--- config.mk ---
export PLATFORM = sky130hd
export DESIGN_NAME = uart_tx_axis
export DESIGN_NICKNAME = d
export VERILOG_FILES = /design/src/rtl/uart_tx_axis_pkg.sv /design/src/rtl/uart_tx_axis.sv
export SDC_FILE = /design/constraint.sdc
export NUM_CORES = 1
export LEC_CHECK = 0
export ABC_AREA = 0
export CAP_MARGIN = 20
export CORE_MARGIN = 1
export CORE_UTILIZATION = 60
export CTS_BUF_LIST = sky130_fd_sc_hd__clkbuf_4 sky130_fd_sc_hd__clkbuf_8
export DETAILED_ROUTE_END_ITERATION = 10
export GPL_TIMING_DRIVEN = 0
export PLACE_DENSITY = 0.8
export SYNTH_ARGS = -nofsm -noshare
export SYNTH_HDL_FRONTEND = slang
export SYNTH_SLANG_ARGS = --single-unit
--- constraint.sdc ---
create_clock -name clk -period 5.3 [get_ports clk]
set_input_delay 0.53 -clock clk [delete_from_list [all_inputs] [get_ports clk]]
set_output_delay 0.53 -clock clk [all_outputs]
set_load 0.005 [all_outputs]
--- src/rtl/uart_tx_axis_pkg.sv ---
// uart_tx_axis_pkg
//   Shared UART definitions: FSM state encoding, parity modes, parity bit
//   derivation and stop-period length. Used by the UART TX (and RX) blocks.
package uart_tx_axis_pkg;

  typedef enum logic [2:0] {
    ST_IDLE,
    ST_START,
    ST_DATA,
    ST_PARITY,
    ST_STOP
  } uart_state_e;

  typedef enum logic [2:0] {
    PAR_NONE,
    PAR_ODD,
    PAR_EVEN,
    PAR_MARK,
    PAR_SPACE
  } parity_mode_e;

  // Data is zero-extended to 9 bits by the caller; extra zeros do not
  // change the XOR reduction.
  function automatic logic parity_of(parity_mode_e mode, logic [8:0] data);
    case (mode)
      PAR_ODD:  return ~^data;
      PAR_EVEN: return ^data;
      PAR_MARK: return 1'b1;
      default:  return 1'b0;
    endcase
  endfunction

  // Stop period in clocks; 17 bits so 1.5 / 2 stop bits never wrap.
  function automatic logic [16:0] stop_len(logic [15:0] p, int unsigned stopbits);
    case (stopbits)
      1:       return {1'b0, p} + {2'b0, p[15:1]};
      2:       return {p, 1'b0};
      default: return {1'b0, p};
    endcase
  endfunction

endpackage

--- src/rtl/uart_tx_axis.sv ---
// uart_tx_axis
//   AXI-Stream to UART transmitter. Accepts one Databits-wide word per
//   handshake and shifts out start, data (LSB first), optional parity and
//   stop bits on txd at Fclk/prescale baud.
// Ports
//   clk, rst        clock, synchronous active-high reset
//   s_axis_tdata    word to transmit
//   s_axis_tvalid   source has a word
//   s_axis_tready   block can accept a word (registered)
//   txd             serial output, idle high (registered)
//   busy            frame in progress (registered)
//   prescale        clocks per bit, sampled at acceptance (0 acts as 1)
module uart_tx_axis
  import uart_tx_axis_pkg::*;
#(
  parameter int unsigned Databits = 8,
  parameter string       Parity   = "NONE",
  parameter int unsigned Stopbits = 0
) (
  input  logic                clk,
  input  logic                rst,
  input  logic [Databits-1:0] s_axis_tdata,
  input  logic                s_axis_tvalid,
  output logic                s_axis_tready,
  output logic                txd,
  output logic                busy,
  input  logic [15:0]         prescale
);

  localparam int unsigned  IdxW    = $clog2(Databits);
  localparam parity_mode_e ParMode = (Parity == "ODD")   ? PAR_ODD   :
                                     (Parity == "EVEN")  ? PAR_EVEN  :
                                     (Parity == "MARK")  ? PAR_MARK  :
                                     (Parity == "SPACE") ? PAR_SPACE : PAR_NONE;
  localparam logic         HasParity = (ParMode != PAR_NONE);

  uart_state_e         state_q, state_d;
  logic                txd_q, txd_d;
  logic                tready_q, tready_d;
  logic                busy_q, busy_d;
  logic [Databits-1:0] data_q, data_d;
  logic [15:0]         p_q, p_d;
  logic [16:0]         cnt_q, cnt_d;
  logic [IdxW-1:0]     idx_q, idx_d;

  logic [15:0]     p_in;
  logic [16:0]     bit_load;
  logic [16:0]     stop_load;
  logic [IdxW-1:0] idx_nxt;
  logic            par_bit;

  always_comb begin
    p_in      = (prescale == '0) ? 16'd1 : prescale;
    bit_load  = {1'b0, p_q} - 17'd1;
    stop_load = stop_len(p_q, Stopbits) - 17'd1;
    idx_nxt   = idx_q + IdxW'(1);
    par_bit   = parity_of(ParMode, 9'(data_q));

    state_d  = state_q;
    txd_d    = txd_q;
    tready_d = tready_q;
    busy_d   = busy_q;
    data_d   = data_q;
    p_d      = p_q;
    cnt_d    = cnt_q;
    idx_d    = idx_q;

    case (state_q)
      ST_IDLE: begin
        txd_d    = 1'b1;
        busy_d   = 1'b0;
        tready_d = 1'b1;
        if (tready_q && s_axis_tvalid) begin
          data_d   = s_axis_tdata;
          p_d      = p_in;
          cnt_d    = {1'b0, p_in} - 17'd1;
          state_d  = ST_START;
          txd_d    = 1'b0;
          busy_d   = 1'b1;
          tready_d = 1'b0;
        end
      end
      ST_START: begin
        if (cnt_q == '0) begin
          state_d = ST_DATA;
          idx_d   = '0;
          txd_d   = data_q[0];
          cnt_d   = bit_load;
        end else begin
          cnt_d = cnt_q - 17'd1;
        end
      end
      ST_DATA: begin
        if (cnt_q == '0) begin
          if (idx_q == IdxW'(Databits - 1)) begin
            if (HasParity) begin
              state_d = ST_PARITY;
              txd_d   = par_bit;
              cnt_d   = bit_load;
            end else begin
              state_d = ST_STOP;
              txd_d   = 1'b1;
              cnt_d   = stop_load;
            end
          end else begin
            idx_d = idx_nxt;
            txd_d = data_q[idx_nxt];
            cnt_d = bit_load;
          end
        end else begin
          cnt_d = cnt_q - 17'd1;
        end
      end
      ST_PARITY: begin
        if (cnt_q == '0) begin
          state_d = ST_STOP;
          txd_d   = 1'b1;
          cnt_d   = stop_load;
        end else begin
          cnt_d = cnt_q - 17'd1;
        end
      end
      ST_STOP: begin
        if (cnt_q == '0) begin
          // tready rises in the idle clock that separates back-to-back frames.
          state_d  = ST_IDLE;
          txd_d    = 1'b1;
          busy_d   = 1'b0;
          tready_d = 1'b1;
        end else begin
          cnt_d = cnt_q - 17'd1;
        end
      end
      default: begin
        state_d  = ST_IDLE;
        txd_d    = 1'b1;
        busy_d   = 1'b0;
        tready_d = 1'b0;
      end
    endcase
  end

  always_ff @(posedge clk) begin
    if (rst) begin
      state_q  <= ST_IDLE;
      txd_q    <= 1'b1;
      tready_q <= 1'b0;
      busy_q   <= 1'b0;
      data_q   <= '0;
      p_q      <= '0;
      cnt_q    <= '0;
      idx_q    <= '0;
    end else begin
      state_q  <= state_d;
      txd_q    <= txd_d;
      tready_q <= tready_d;
      busy_q   <= busy_d;
      data_q   <= data_d;
      p_q      <= p_d;
      cnt_q    <= cnt_d;
      idx_q    <= idx_d;
    end
  end

  assign s_axis_tready = tready_q;
  assign txd           = txd_q;
  assign busy          = busy_q;

endmodule

==> metrics.txt <==
run status=complete, no violations; DIE AREA=0.00579 mm^2; Area after DPL=0.00366 mm^2; DR pass1 iterations=5; flip-flop and latch count after synthesis=50; Max Clock Freq=0.262 GHz; post-synth net total=473; hold buffer count at cts=0; area delta synth->final=14.0%; Placement Setup Slack=1.21 ns; Clock transition at path regs=about 0.1 ns; Initial DRC Count=452; critical path fanouts, max=7; fillcell total=461; sequential cell area fraction in the yosys report=30.4%; Tightest Pin Transition=0.723 ns; Final Hold Viols=0; largest net degree at the start of global routing=18; DRC Markers=0; initial antenna violation count=0; Post-synth top flop=dfxtp_1; I/O pin count=30; starting density of the core=approximately 63%; Mapped Area=0.00329 mm^2; final period utilization=72.0%; core region area=0.00520 mm^2; GRT Total Usage=33.5%; clk sinks=50; Die Wd=76.1 um; placed wire-length estimate=7150 um; Hold Path Depth=2; via count=3500; Slew Limit Headroom=51.3%; aggregate global routing overflow=0; setup TNS=0 ns; number of global-route vias before repair=slightly above 3000; CP Data Required Time=5.48 ns; post-DR vias/cell=roughly 6.4; CTS Buf Count=5; Worst R2R Start=p_q[0]$_SDFFE_PP0P_; Power Density=295 mW/mm^2; Clk Latency, worst-skew pair=0.32 ns; Die Y=roughly 76 um; fin. max-slew vios=0; WP data arrival=about 4 ns; number of flops mapped to enable cells by yosys=0; Longest Clk Path Bufs=2; mean area per synthesized cell=~7.5 um^2; CTS H-Tree Depth=2; ANT cells=0; critical path capture point type=flip-flop; nets=508; CTS Root Cell=clkbuf_8; TritonCTS clock tree=built; P_leak=between 1 and 1.5 nW; Final Cell Area=roughly 0.0038 mm^2; HP Start=data_q[4]$_SDFFE_PP0P_; final setup margin=1.48 ns; RSZ-0062 raised after global routing=false; hold endpoint=data_q[4]$_SDFFE_PP0P_; Avg WL per Cell=~17 um; Period minus WS final=around 3.8 ns; R2R depth=8; clock skew=slightly above 0.009 ns; row count=26; crit start category=input pin; Antenna Nets Post-Route=0; reg-to-reg endpoint=cnt_q[16]$_SDFFE_PP0P_; setup bufs post-CTS=0; Resized Gates After CTS=0; WS Path Type=input pin to flip-flop; r2r setup slk=2.52 ns; Synth Instances=441; Max Cap Viol=0; global placer's final weighted congestion=0.968; first-pass GRT wire length=about 15000 um; Port-buffer cells=28; setup violators final=0; synth unique cells=58; Worst Hold Class=flip-flop to flip-flop; layout cells sized above 1=5.66%; final WL=roughly 9400 um; Ys Warns=0; FFs w/ async S/R, synth=0%; Max VDD drop=0.302 mV
-- per-stage QoR --
stage          hold slack (ns)  utilization, %  cells  total power [W]
2_1_floorplan            0.433               -    441         0.000737
3_5_place_dp             0.453            70.4    539         0.000862
4_1_cts                  0.468            72.2    547          0.00110
3_3_place_gp             0.440            70.4    539         0.000856
5_1_grt                  0.490            72.2    547          0.00117
6_report                 0.461            72.2    547          0.00111
-- area by class of cell --
cell class                 instances  area [um^2]  area share (%)
clock buffer                       5         68.8            1.83
clock inverter                     3         25.0           0.666
sequential                        50         1000            26.6
tap                               70         87.6            2.33
timing repair buffer              28          280            7.46
inverter                           7         26.3           0.700
multi-input combinational        358         2150            57.2
buffer                            26          118            3.13
-- critical path, cell delays in order --
cell and delay (ns):
clkdlybuf4s50_1 0.62, nor4_1 0.16, and2_1 0.23, a41oi_1 0.48
ha_1 0.26, nor3b_1 0.40, nand3_1 0.25, or4_1 0.48
xnor2_1 0.15, a211oi_1 0.34, nor3_1 0.09
-- Yosys cell counts (2+ instances only) --
cell | number | area [um^2]
nor3b_1 | 6 | 45.0
nand2_1 | 73 | 274
or3_1 | 3 | 18.8
or2_2 | 2 | 12.5
o211ai_1 | 6 | 45.0
o21ai_0 | 11 | 55.1
o31ai_1 | 4 | 30.0
a211oi_1 | 6 | 45.0
xnor2_1 | 14 | 123
clkbuf_1 | 19 | 71.3
buf_6 | 2 | 22.5
ha_1 | 5 | 62.6
a32oi_1 | 2 | 17.5
nor2_1 | 40 | 150
xor2_1 | 15 | 131
a31oi_1 | 6 | 37.5
o311ai_0 | 3 | 26.3
a21o_1 | 2 | 15.0
a2111oi_0 | 2 | 17.5
buf_2 | 4 | 20.0
a311oi_1 | 8 | 70.1
nand4b_1 | 2 | 17.5
nor4_1 | 12 | 75.1
inv_1 | 7 | 26.3
nor3_1 | 21 | 105
nand3_1 | 15 | 75.1
or4_1 | 9 | 67.6
o31a_1 | 3 | 26.3
nor2b_1 | 3 | 18.8
dfxtp_1 | 50 | 1000
o311a_1 | 2 | 20.0
mux4_2 | 2 | 45.0
a41oi_1 | 3 | 26.3
mux2_2 | 2 | 22.5
and2_1 | 2 | 12.5
nand2b_1 | 6 | 37.5
a211oi_2 | 2 | 25.0
a22oi_1 | 2 | 15.0
a21oi_1 | 46 | 230
-- report_power, final --
part | switching (W) | leakage [nW] | internal, W
clock | 0.000142 | 0.0447 | 0.0000956
sequential | 0.0000376 | 0.409 | 0.000409
combinational | 0.000258 | 0.837 | 0.000166
-- state kept, by name, indices dropped and copies added, names as in the netlist --
| register | cells |
|---|---|
| busy | 1 |
| cnt_q | 17 |
| data_q | 8 |
| idx_q | 3 |
| p_q | 16 |
| s_axis_tready | 1 |
| state_q | 3 |
| txd | 1 |
-- logic make-up (layout without fill, tap and decap cells) --
kind of cell               count (synthesis)  in the layout  synth area share, %
and+or+nand+nor                          203            203                 29.7
AOI/OAI and AO/OA                        116            116                 23.6
DFF                                       50             50                 30.4
buffers and inverters                     33             69                 4.37
xor gates and xnor gates                  29             29                 7.71
adders and majority gates                  5              5                 1.90
muxes                                      5              5                 2.35
-- cell usage in the layout, fill, tap and decap left out, drive strengths merged, types with 9 or more instances in the layout --
cell            n
nor2           41
nor3           21
nand2          73
a21oi          47
dfxtp          50
clkbuf         24
o21ai          11
xnor2          14
clkdlybuf4s50  28
or4             9
nor4           12
xor2           15
nand3          15
-- metal layers --
| metal | share of wire (%) | wire (um) | up-vias | track usage, % |
|---|---|---|---|---|
| li1 | - | - | 1688 | - |
| met1 | 45 | 4290 | 1635 | 47.1 |
| met2 | 44 | 4150 | 161 | 51.2 |
| met3 | 8.9 | 841 | 16 | 6.47 |
| met4 | 1.8 | 166 | 0 | 11.7 |
| met5 | 0 | 0 | - | 0 |
-- worst max-delay path by stage --
stage / endpoint / startpoint / slack [ns] / cells after the start
after floorplan: cnt_q[12]$_SDFFE_PP0P_ / prescale[12] / 2.45 / 10
after global placement: cnt_q[12]$_SDFFE_PP0P_ / prescale[9] / 1.19 / 11
after detailed placement: cnt_q[12]$_SDFFE_PP0P_ / prescale[9] / 1.21 / 11
after CTS: cnt_q[12]$_SDFFE_PP0P_ / prescale[9] / 1.54 / 11
after global routing: cnt_q[12]$_SDFFE_PP0P_ / prescale[9] / 1.24 / 11
final: cnt_q[12]$_SDFFE_PP0P_ / prescale[9] / 1.48 / 11
Note: power is estimated with default switching activity, not from simulation.
